## src/rtl/regfile_2r1w.sv

```systemverilog
// Two-read, one-write register file with per-register written-since-reset flags.
// Optional hardwired-zero register 0 and optional same-cycle write-to-read forwarding.
module regfile_2r1w #(
  parameter int unsigned N       = 16,
  parameter int unsigned K       = 3,
  parameter int unsigned ZERO_R0 = 0,
  parameter int unsigned BYPASS  = 0
) (
  input  logic                  clk,
  input  logic                  reset,
  input  logic                  write,
  input  logic [K-1:0]          writenum,
  input  logic [N-1:0]          data_in,
  input  logic [K-1:0]          readnum_a,
  input  logic [K-1:0]          readnum_b,
  output logic [N-1:0]          data_out_a,
  output logic [N-1:0]          data_out_b,
  output logic                  valid_a,
  output logic                  valid_b,
  output logic [(1 << K)-1:0]   valid_mask
);

  localparam int unsigned D         = 1 << K;
  localparam bit          ZERO_EN   = (ZERO_R0 != 0);
  localparam bit          BYPASS_EN = (BYPASS != 0);
  localparam logic [D-1:0] R0_MASK  = ZERO_EN ? D'(1) : '0;

  logic [N-1:0] mem [D];
  logic [D-1:0] valid_q;
  logic         wr_en_c;

  logic [K-1:0] rd_idx   [2];
  logic [N-1:0] rd_data  [2];
  logic         rd_valid [2];

  // Writes to a hardwired-zero register 0 are dropped entirely.
  assign wr_en_c = write && !(ZERO_EN && (writenum == '0));

  // Storage and written-since-reset flags; reset wins over a coincident write.
  always_ff @(posedge clk) begin
    if (reset) begin
      for (int unsigned i = 0; i < D; i++) begin
        mem[i] <= '0;
      end
      valid_q <= '0;
    end else if (wr_en_c) begin
      mem[writenum]     <= data_in;
      valid_q[writenum] <= 1'b1;
    end
  end

  assign valid_mask = valid_q | R0_MASK;

  assign rd_idx[0] = readnum_a;
  assign rd_idx[1] = readnum_b;

  // Read ports: never-written registers read as zero; optional forwarding of the
  // write in flight, which is suppressed when reset will discard that write.
  always_comb begin
    for (int p = 0; p < 2; p++) begin
      rd_valid[p] = valid_mask[rd_idx[p]];
      rd_data[p]  = valid_q[rd_idx[p]] ? mem[rd_idx[p]] : '0;
      if (BYPASS_EN && wr_en_c && !reset && (writenum == rd_idx[p])) begin
        rd_data[p]  = data_in;
        rd_valid[p] = 1'b1;
      end
    end
  end

  assign data_out_a = rd_data[0];
  assign data_out_b = rd_data[1];
  assign valid_a    = rd_valid[0];
  assign valid_b    = rd_valid[1];

endmodule

```

## config.mk

```make
export PLATFORM = sky130hd
export DESIGN_NAME = regfile_2r1w
export DESIGN_NICKNAME = d
export VERILOG_FILES = /design/src/rtl/regfile_2r1w.sv
export SDC_FILE = /design/constraint.sdc
export NUM_CORES = 1
export LEC_CHECK = 0
export ABC_AREA = 1
export CORE_MARGIN = 3
export CORE_UTILIZATION = 35
export CTS_BUF_LIST = sky130_fd_sc_hd__clkbuf_8
export DETAILED_ROUTE_END_ITERATION = 10
export PLACE_DENSITY = 0.63
export SYNTH_ARGS = -nofsm -noshare
export SYNTH_HDL_FRONTEND = slang
export SYNTH_SLANG_ARGS = --single-unit
```

## constraint.sdc

```tcl
create_clock -name clk -period 2.15 [get_ports clk]
set_clock_uncertainty 0.2 [all_clocks]
set_input_delay 0.645 -clock clk [delete_from_list [all_inputs] [get_ports clk]]
set_output_delay 0.645 -clock clk [all_outputs]
set_load 0.1 [all_outputs]
```

==> flow_summary.rst, run 1 <==
.. list-table::
   :header-rows: 1

   * - Metric
     - Value
   * - Result of the run
     - complete, but fails checks
   * - Violated checks
     - setup timing
   * - Clock Tree Root
     - clkbuf_8
   * - Worst hold stages
     - 2
   * - CP startpoint
     - readnum_a[0]
   * - Core region area
     - 22900 um^2
   * - Total number of vias
     - 7887
   * - Worst setup timing slack at the placement stage
     - -0.943 ns
   * - HPWL after detailed placement
     - 18200 um
   * - Number of buffers and inverters on the critical path
     - 6
   * - Area of the multi-input gates
     - 3570 um^2
   * - Final #Nets
     - 1319
   * - Clock latency reported for the late side of the worst-skew pair
     - 0.46 ns
   * - Number of cells on the critical path
     - 12
   * - Peak per-stage delay on the critical path
     - 0.16 ns
   * - Synth top cells by count
     - 481 x nand2_1, 188 x inv_1, 136 x nand3_1
   * - Worst Max-Slew Pin Slew
     - 0.348 ns
   * - Clock Tree Buf Depth
     - 2
   * - Most common cell in the synthesized netlist
     - nand2_1
   * - CP max FO
     - 6
   * - Height of the chip
     - 160 um
   * - Via-per-instance ratio
     - 4.88
   * - Post-Synthesis Net Count
     - 1186
   * - Kind of cell adding the most delay to the critical path
     - buffers and inverters
   * - Initial core utilization
     - 0.360
   * - Fill cell count
     - 2050
   * - Data arrival time at the worst-slack endpoint
     - 1.87 ns
   * - Category of the worst setup path capture point
     - primary output
   * - Number of antenna violations at the first check in global routing
     - 0
   * - Post-Synthesis Mean Instance Area
     - 7.12 um^2
   * - Cts hold-fix bufs
     - 0
   * - Distinct cells, synth
     - 16
   * - Power density over cell area
     - 648 nW/um^2
   * - RD Place Congestion
     - 0.851
   * - Overall routing resource usage
     - 0.213
   * - Setup repair after global routing missed its margin
     - true
   * - Initial DRC Count
     - 646
   * - Worst flop-to-flop path startpoint
     - valid_mask[0]
   * - Cell types occupying the most area after synthesis
     - edfxtp_1 47%, nand2_1 22%, inv_1 8.6%, nand3_1 8.2%, nor2_1 6.0%
   * - Total global routing overflow
     - 0
   * - Startpoint-to-endpoint class of the critical path
     - in2out
   * - Critical path's slowest cell
     - buf_12
   * - Clock buffer count from CTS
     - 17
   * - Final Hold Vio Count
     - 0
   * - Pins over their slew limit
     - 0
   * - Min-Delay Startpoint
     - valid_mask[6]
   * - Critical Path, Cell by Cell
     - buf_12 > buf_8 > nand2_4 > nand3_2 > nand2_2 > nand2_2 > nand2_4 > buf_12 > buf_12 > nand2_4 > clkinvlp_4 > buf_12
   * - Top cell type by total area after synthesis
     - edfxtp_1
   * - Width of the die
     - 160 um
   * - Cell area after synthesis
     - 8250 um^2
   * - Final setup fails
     - 34
   * - Minimum clock period
     - 2.72 ns
   * - Most frequently used flop master after synthesis
     - edfxtp_1
   * - Area Growth Syn to Fin
     - 45.2%
   * - Type of the most critical hold path
     - reg2reg
   * - Number of I/O pins
     - 70
   * - VDD IR max
     - 0.000421 V
   * - Most numerous cell on the critical path
     - buf_12
   * - Highest clock frequency the design can meet
     - 368 MHz
   * - Maximum number of pins on one net before global-route repair
     - 30
   * - Std-Cell Rows
     - 55
   * - Setup crit start kind
     - input port
   * - Clock edge transition at the registers on the reported setup and hold paths
     - 0.08 ns
   * - Overall die area
     - 25500 um^2
   * - Number of buffers added on ports
     - 69
   * - Register area
     - 4030 um^2
   * - Worst reg2reg path depth
     - 3
   * - Share of synthesized area occupied by flip-flops and latches
     - 0.485
   * - Area share of the leading cell type in the synthesized netlist
     - 0.466
   * - Number of design rule violations left after detail routing
     - 0
   * - Number of global-route vias before repair
     - 8074
   * - Post-synth EDFFs
     - 128
   * - Count of warnings emitted by yosys
     - 0
   * - Synthesized flop and latch total
     - 136
   * - Share of the clock period used by the worst path after layout
     - 1.26
   * - Share of cells above drive strength 1
     - 0.263
   * - Leakage component of the power
     - 0.00571 uW
   * - CTS sink cnt
     - 136
   * - Clock tree from TritonCTS
     - done
   * - Wire length of the first global-routing pass
     - 42200 um
   * - Final worst-path setup slack
     - -0.567 ns
   * - # diodes
     - 0
   * - Drt pass-1 iters
     - 6
   * - Worst rel slew slack
     - 0.768
   * - Proportion of register bits with asynchronous set or reset after synthesis
     - 0
   * - H-tree depth
     - 4
   * - DR WL/cell
     - 16.6 um
   * - Max_cap viols
     - 0
   * - Total power
     - 7760 uW
   * - Number of nets still failing antenna checks after routing
     - 0
   * - CP Data Required Time
     - 1.30 ns
   * - Cell count after synthesis
     - 1158
   * - DRT Wirelength
     - 26900 um
==> worst min-delay path: cells and delay by family, from the launching register on <==
| family | cells | cell delay [ns] |
|---|---|---|
| DFF | 1 | 0.36 |
| AOI/OAI and AO/OA | 1 | 0.07 |
| buffers and inverters | 1 | 0.06 |
==> flip-flops by register name (all words and copies together), names as in the netlist <==
name,cells
mem,128
valid_mask,8
==> worst paths after layout <==
| path | to | slack [ns] |
|---|---|---|
| worst max-delay path | data_out_a[11] | -0.57 |
| worst min-delay path | valid_mask[6] | 0.33 |
| worst max register to register | valid_mask[0] | 1.21 |
| worst min register to register | valid_mask[6] | 0.33 |
==> logic make-up (layout without fill, tap and decap cells) <==
kind of cell / count (synthesis) / in the layout / share of synthesized area
and+or+nand+nor: 761 / 761 / 0.372
buffers and inverters: 253 / 399 / 0.138
DFF: 136 / 136 / 0.485
AOI/OAI and AO/OA: 8 / 8 / 0.00485
==> report_power, final <==
part           internal [uW]  switching [uW]
sequential              3040            44.9
combinational            808            1340
clock                   1480            1040
==> area by class of cell <==
type	count	area share
Tap cell	313	0.0327
Multi-Input combinational cell	769	0.298
Sequential cell	136	0.337
Timing Repair Buffer	172	0.214
Inverter	195	0.0789
Clock buffer	17	0.0195
Clock inverter	15	0.0194
==> cell usage in the layout (no fill, tap or decap), types with 2 or more instances in the layout <==
| cell type | Yosys | routed |
|---|---|---|
| buf_12 | 0 | 86 |
| nand3_2 | 0 | 15 |
| clkdlybuf4s50_1 | 0 | 21 |
| bufinv_16 | 0 | 6 |
| buf_4 | 16 | 49 |
| nand2_1 | 481 | 402 |
| o21ai_0 | 8 | 8 |
| buf_6 | 14 | 5 |
| clkinv_2 | 0 | 4 |
| nand2_8 | 0 | 3 |
| nand2_2 | 11 | 57 |
| nand2_4 | 0 | 30 |
| nor2_4 | 2 | 2 |
| clkinv_4 | 0 | 4 |
| nand3_1 | 136 | 121 |
| dfxtp_4 | 0 | 8 |
| inv_4 | 0 | 8 |
| clkinvlp_4 | 0 | 33 |
| buf_8 | 0 | 4 |
| inv_1 | 188 | 149 |
| buf_16 | 0 | 5 |
| nor2_1 | 131 | 131 |
| clkbuf_8 | 0 | 17 |
| edfxtp_1 | 128 | 128 |
| inv_12 | 0 | 2 |
==> per-layer routing <==
layer	GRT usage	wire, um
met4	0.101	728
met3	0.0518	2340
met5	0	0
met2	0.344	12800
met1	0.269	11000
==> metrics by stage <==
| step | hold WS [ns] | TNS, ns | util | cell area, um^2 | instances |
|---|---|---|---|---|---|
| floorplan | 0.457 | -14.12 | - | 8650 | 1158 |
| global placement | 0.332 | -53.70 | 0.471 | 10800 | 1568 |
| detailed placement | 0.353 | -55.40 | 0.471 | 10800 | 1568 |
| CTS | 0.322 | -16.90 | 0.514 | 11800 | 1615 |
| global route | 0.352 | -19.94 | 0.523 | 12000 | 1617 |
| finish | 0.332 | -17.51 | 0.523 | 12000 | 1617 |
==> repair_timing <==
action,4_1_cts,5_1_grt
gates resized for setup,111,53
pin swaps,18,22
buffers inserted,11,4
gates cloned,5,0
endpoints found under the setup margin,34,34
No activity file was read; power rests on OpenSTA's default activity.
==> run 2: changes to the inputs <==
- CAP_MARGIN: unset -> 5
==> results of run 2 <==
No change in the layout: final DEF, timing and power equal those of run 1.
==> run 3: changes to the inputs <==
- clock period: 2.15 -> 2.2 ns (I/O delays scaled with it)
==> flow_summary.rst, run 3 (synthesis results as in run 1) <==
.. list-table::
   :header-rows: 1

   * - Metric
     - Value
   * - DRT Wirelength
     - 26900 um (about the same)
   * - Result of the run
     - complete, but fails checks (unchanged)
   * - RD Place Congestion
     - 0.854 (was 0.851)
   * - Data arrival time at the worst-slack endpoint
     - 1.87 ns (about the same)
   * - VDD IR max
     - 0.000347 V (was 0.000421 V)
   * - Number of flip-flops in the largest register
     - 128 (unchanged)
   * - Critical path's slowest cell
     - buf_12 (unchanged)
   * - # diodes
     - 0 (unchanged)
   * - Summed area of non-filler cells in the final layout
     - 11900 um^2 (was 12000 um^2)
   * - Type of the most critical hold path
     - reg2reg (unchanged)
   * - R2r setup slk
     - 1.09 ns (was 1.21 ns)
   * - Clock tree from TritonCTS
     - done (unchanged)
   * - Share of the clock period used by the worst path after layout
     - 1.24
   * - H-tree depth
     - 4 (unchanged)
   * - Kind of cell adding the most delay to the critical path
     - buffers and inverters (unchanged)
   * - Drt pass-1 iters
     - 8 (was 6)
   * - CTS sink cnt
     - 136 (unchanged)
   * - Setup crit start kind
     - input port (unchanged)
   * - Number of buffers and inverters on the critical path
     - 6 (unchanged)
   * - Overall die area
     - 25500 um^2 (unchanged)
   * - Highest-count cells in the layout ignoring fill and taps
     - 383 x nand2_1, 151 x inv_1, 131 x nor2_1 (was 402 x nand2_1, 149 x inv_1, 131 x nor2_1)
   * - Final worst-path setup slack
     - -0.526 ns (was -0.567 ns)
   * - Number of design rule violations left after detail routing
     - 0 (unchanged)
   * - Wire length of the first global-routing pass
     - 41900 um (was 42200 um)
   * - Violated checks
     - setup timing (unchanged)
   * - Cts hold-fix bufs
     - 0 (unchanged)
   * - HPWL after detailed placement
     - 18100 um (was 18200 um)
   * - Total number of vias
     - 7960 (was 7887)
   * - Power density over cell area
     - 619 nW/um^2 (was 648 nW/um^2)
   * - Total global routing overflow
     - 0 (unchanged)
   * - Final Hold Vio Count
     - 0 (unchanged)
   * - Number of antenna violations at the first check in global routing
     - 0 (unchanged)
   * - Core region area
     - 22900 um^2 (unchanged)
   * - Worst Max-Slew Pin Slew
     - 0.363 ns (was 0.348 ns)
   * - Number of nets still failing antenna checks after routing
     - 0 (unchanged)
   * - Category of the worst setup path capture point
     - primary output (unchanged)
   * - Minimum clock period
     - 2.73 ns
   * - DR WL/cell
     - 16.6 um (about the same)
   * - Worst rel slew slack
     - 0.758 (was 0.768)
   * - Initial DRC Count
     - 810 (was 646)
   * - Peak per-stage delay on the critical path
     - 0.16 ns (about the same)
   * - Clock buffer count from CTS
     - 17 (unchanged)
   * - Number of global-route vias before repair
     - 7870 (was 8074)
   * - Width of the die
     - 160 um (unchanged)
   * - Instance area after placement
     - 10800 um^2 (unchanged)
   * - Worst hold slack after final layout
     - 0.330 ns (was 0.332 ns)
   * - Fill cell count
     - 2069 (was 2050)
   * - Number of buffers added on ports
     - 69 (unchanged)
   * - Most numerous cell on the critical path
     - buf_12 (unchanged)
   * - Pins over their slew limit
     - 0 (unchanged)
   * - Total power
     - 7400 uW (was 7760 uW)
   * - Std-Cell Rows
     - 55 (unchanged)
   * - Critical Path, Cell by Cell
     - buf_12 > buf_12 > nand2_4 > nand3_2 > nand2_1 > nand2_1 > nand2_2 > buf_12 > buf_12 > nand2_4 > clkinvlp_4 > buf_12 (was buf_12 > buf_8 > nand2_4 > nand3_2 > nand2_2 > nand2_2 > nand2_4 > buf_12 > buf_12 > nand2_4 > clkinvlp_4 > buf_12)
   * - Area Growth Syn to Fin
     - 44.8% (was 45.2%)
   * - Clock latency reported for the late side of the worst-skew pair
     - 0.45 ns (was 0.46 ns)
   * - Via-per-instance ratio
     - 4.92 (was 4.88)
   * - Startpoint-to-endpoint class of the critical path
     - in2out (unchanged)
   * - Share of cells above drive strength 1
     - 0.278 (was 0.263)
   * - CP max FO
     - 5 (was 6)
   * - Max_cap viols
     - 0 (unchanged)
   * - Clock edge transition at the registers on the reported setup and hold paths
     - 0.07 ns (was 0.08 ns)
   * - Final setup fails
     - 34 (unchanged)
   * - Height of the chip
     - 160 um (unchanged)
   * - Number of I/O pins
     - 70 (unchanged)
   * - Clock Tree Root
     - clkbuf_8 (unchanged)
   * - Initial core utilization
     - 0.360 (unchanged)
   * - Top reg by flops
     - mem (unchanged)
   * - Setup repair after global routing missed its margin
     - true (unchanged)
   * - Leading cell type in the layout, fill and taps excluded
     - nand2_1 (unchanged)
   * - Highest clock frequency the design can meet
     - 367 MHz
   * - Overall routing resource usage
     - 0.209 (was 0.213)
   * - CP Data Required Time
     - 1.34 ns (was 1.30 ns)
   * - Leakage component of the power
     - 0.00570 uW (was 0.00571 uW)
   * - Clock Tree Buf Depth
     - 2 (unchanged)
   * - Maximum number of pins on one net before global-route repair
     - 30 (unchanged)
   * - Final #Nets
     - 1320 (was 1319)
run 3: changes by cell type in the layout (fill, tap and decap cells not counted), sizes merged:
cell,change
clkdlybuf4s15,-1
clkbuf,+2
bufinv,-1
clkinv,-1
inv,+2
clkinvlp,-1
run 3: worst min-delay path, delay by kind of cell (launching register included):
family / cells / cell delay (ns)
DFF: 1 / 0.35
buffers and inverters: 1 / 0.06
AOI/OAI and AO/OA: 1 / 0.08
run 3: through the flow:
step / std cells / utilization / TNS [ns] / setup slack, ns
global route: 1617 / 0.521 / -17.96 / -0.584
global placement: 1568 / 0.471 / -44.42 / -0.934
finish: 1617 / 0.521 / -16.01 / -0.526
floorplan: 1158 / - / -13.44 / -0.436
detailed placement: 1568 / 0.471 / -49.42 / -0.966
CTS: 1609 / 0.505 / -15.61 / -0.501
run 3: area by class of cell:
type	instances	area, um^2	area share
tap	313	392	0.0328
clock inverter	14	190	0.0159
timing repair buffer	173	2540	0.213
sequential	136	4030	0.338
inverter	195	938	0.0786
multi-input combinational	769	3620	0.303
clock buffer	17	234	0.0196
run 3: repair_timing:
action / 4_1_cts / 5_1_grt
pin swaps: 24 / 30
setup buffers: 9 / 8
gates cloned: 2 / 2
endpoints found under the setup margin: 34 / 34
gates resized for setup: 106 / 87
hold endpoints to repair: 0 / 0
run 3: final timing paths:
| kind | endpoint | cells after the start | startpoint |
|---|---|---|---|
| setup / recovery | data_out_b[14] | 12 | readnum_b[0] |
| hold / removal | valid_mask[4] | 2 | valid_mask[4] |
| setup reg to reg | valid_mask[5] | 4 | valid_mask[5] |
| hold reg to reg | valid_mask[4] | 2 | valid_mask[4] |
run 3: routing by layer:
layer,wire length [um],global-route usage,share of wire
met1,11100,0.275,0.41
met3,2450,0.0476,0.091
met2,12700,0.340,0.47
met5,0,0,0
met4,670,0.0752,0.025
run 3: power by group:
group | internal, uW | leakage, uW | switching (uW)
clock network | 1310 | 0.000223 | 977
logic | 783 | 0.00418 | 1300
registers | 2980 | 0.00130 | 44.1
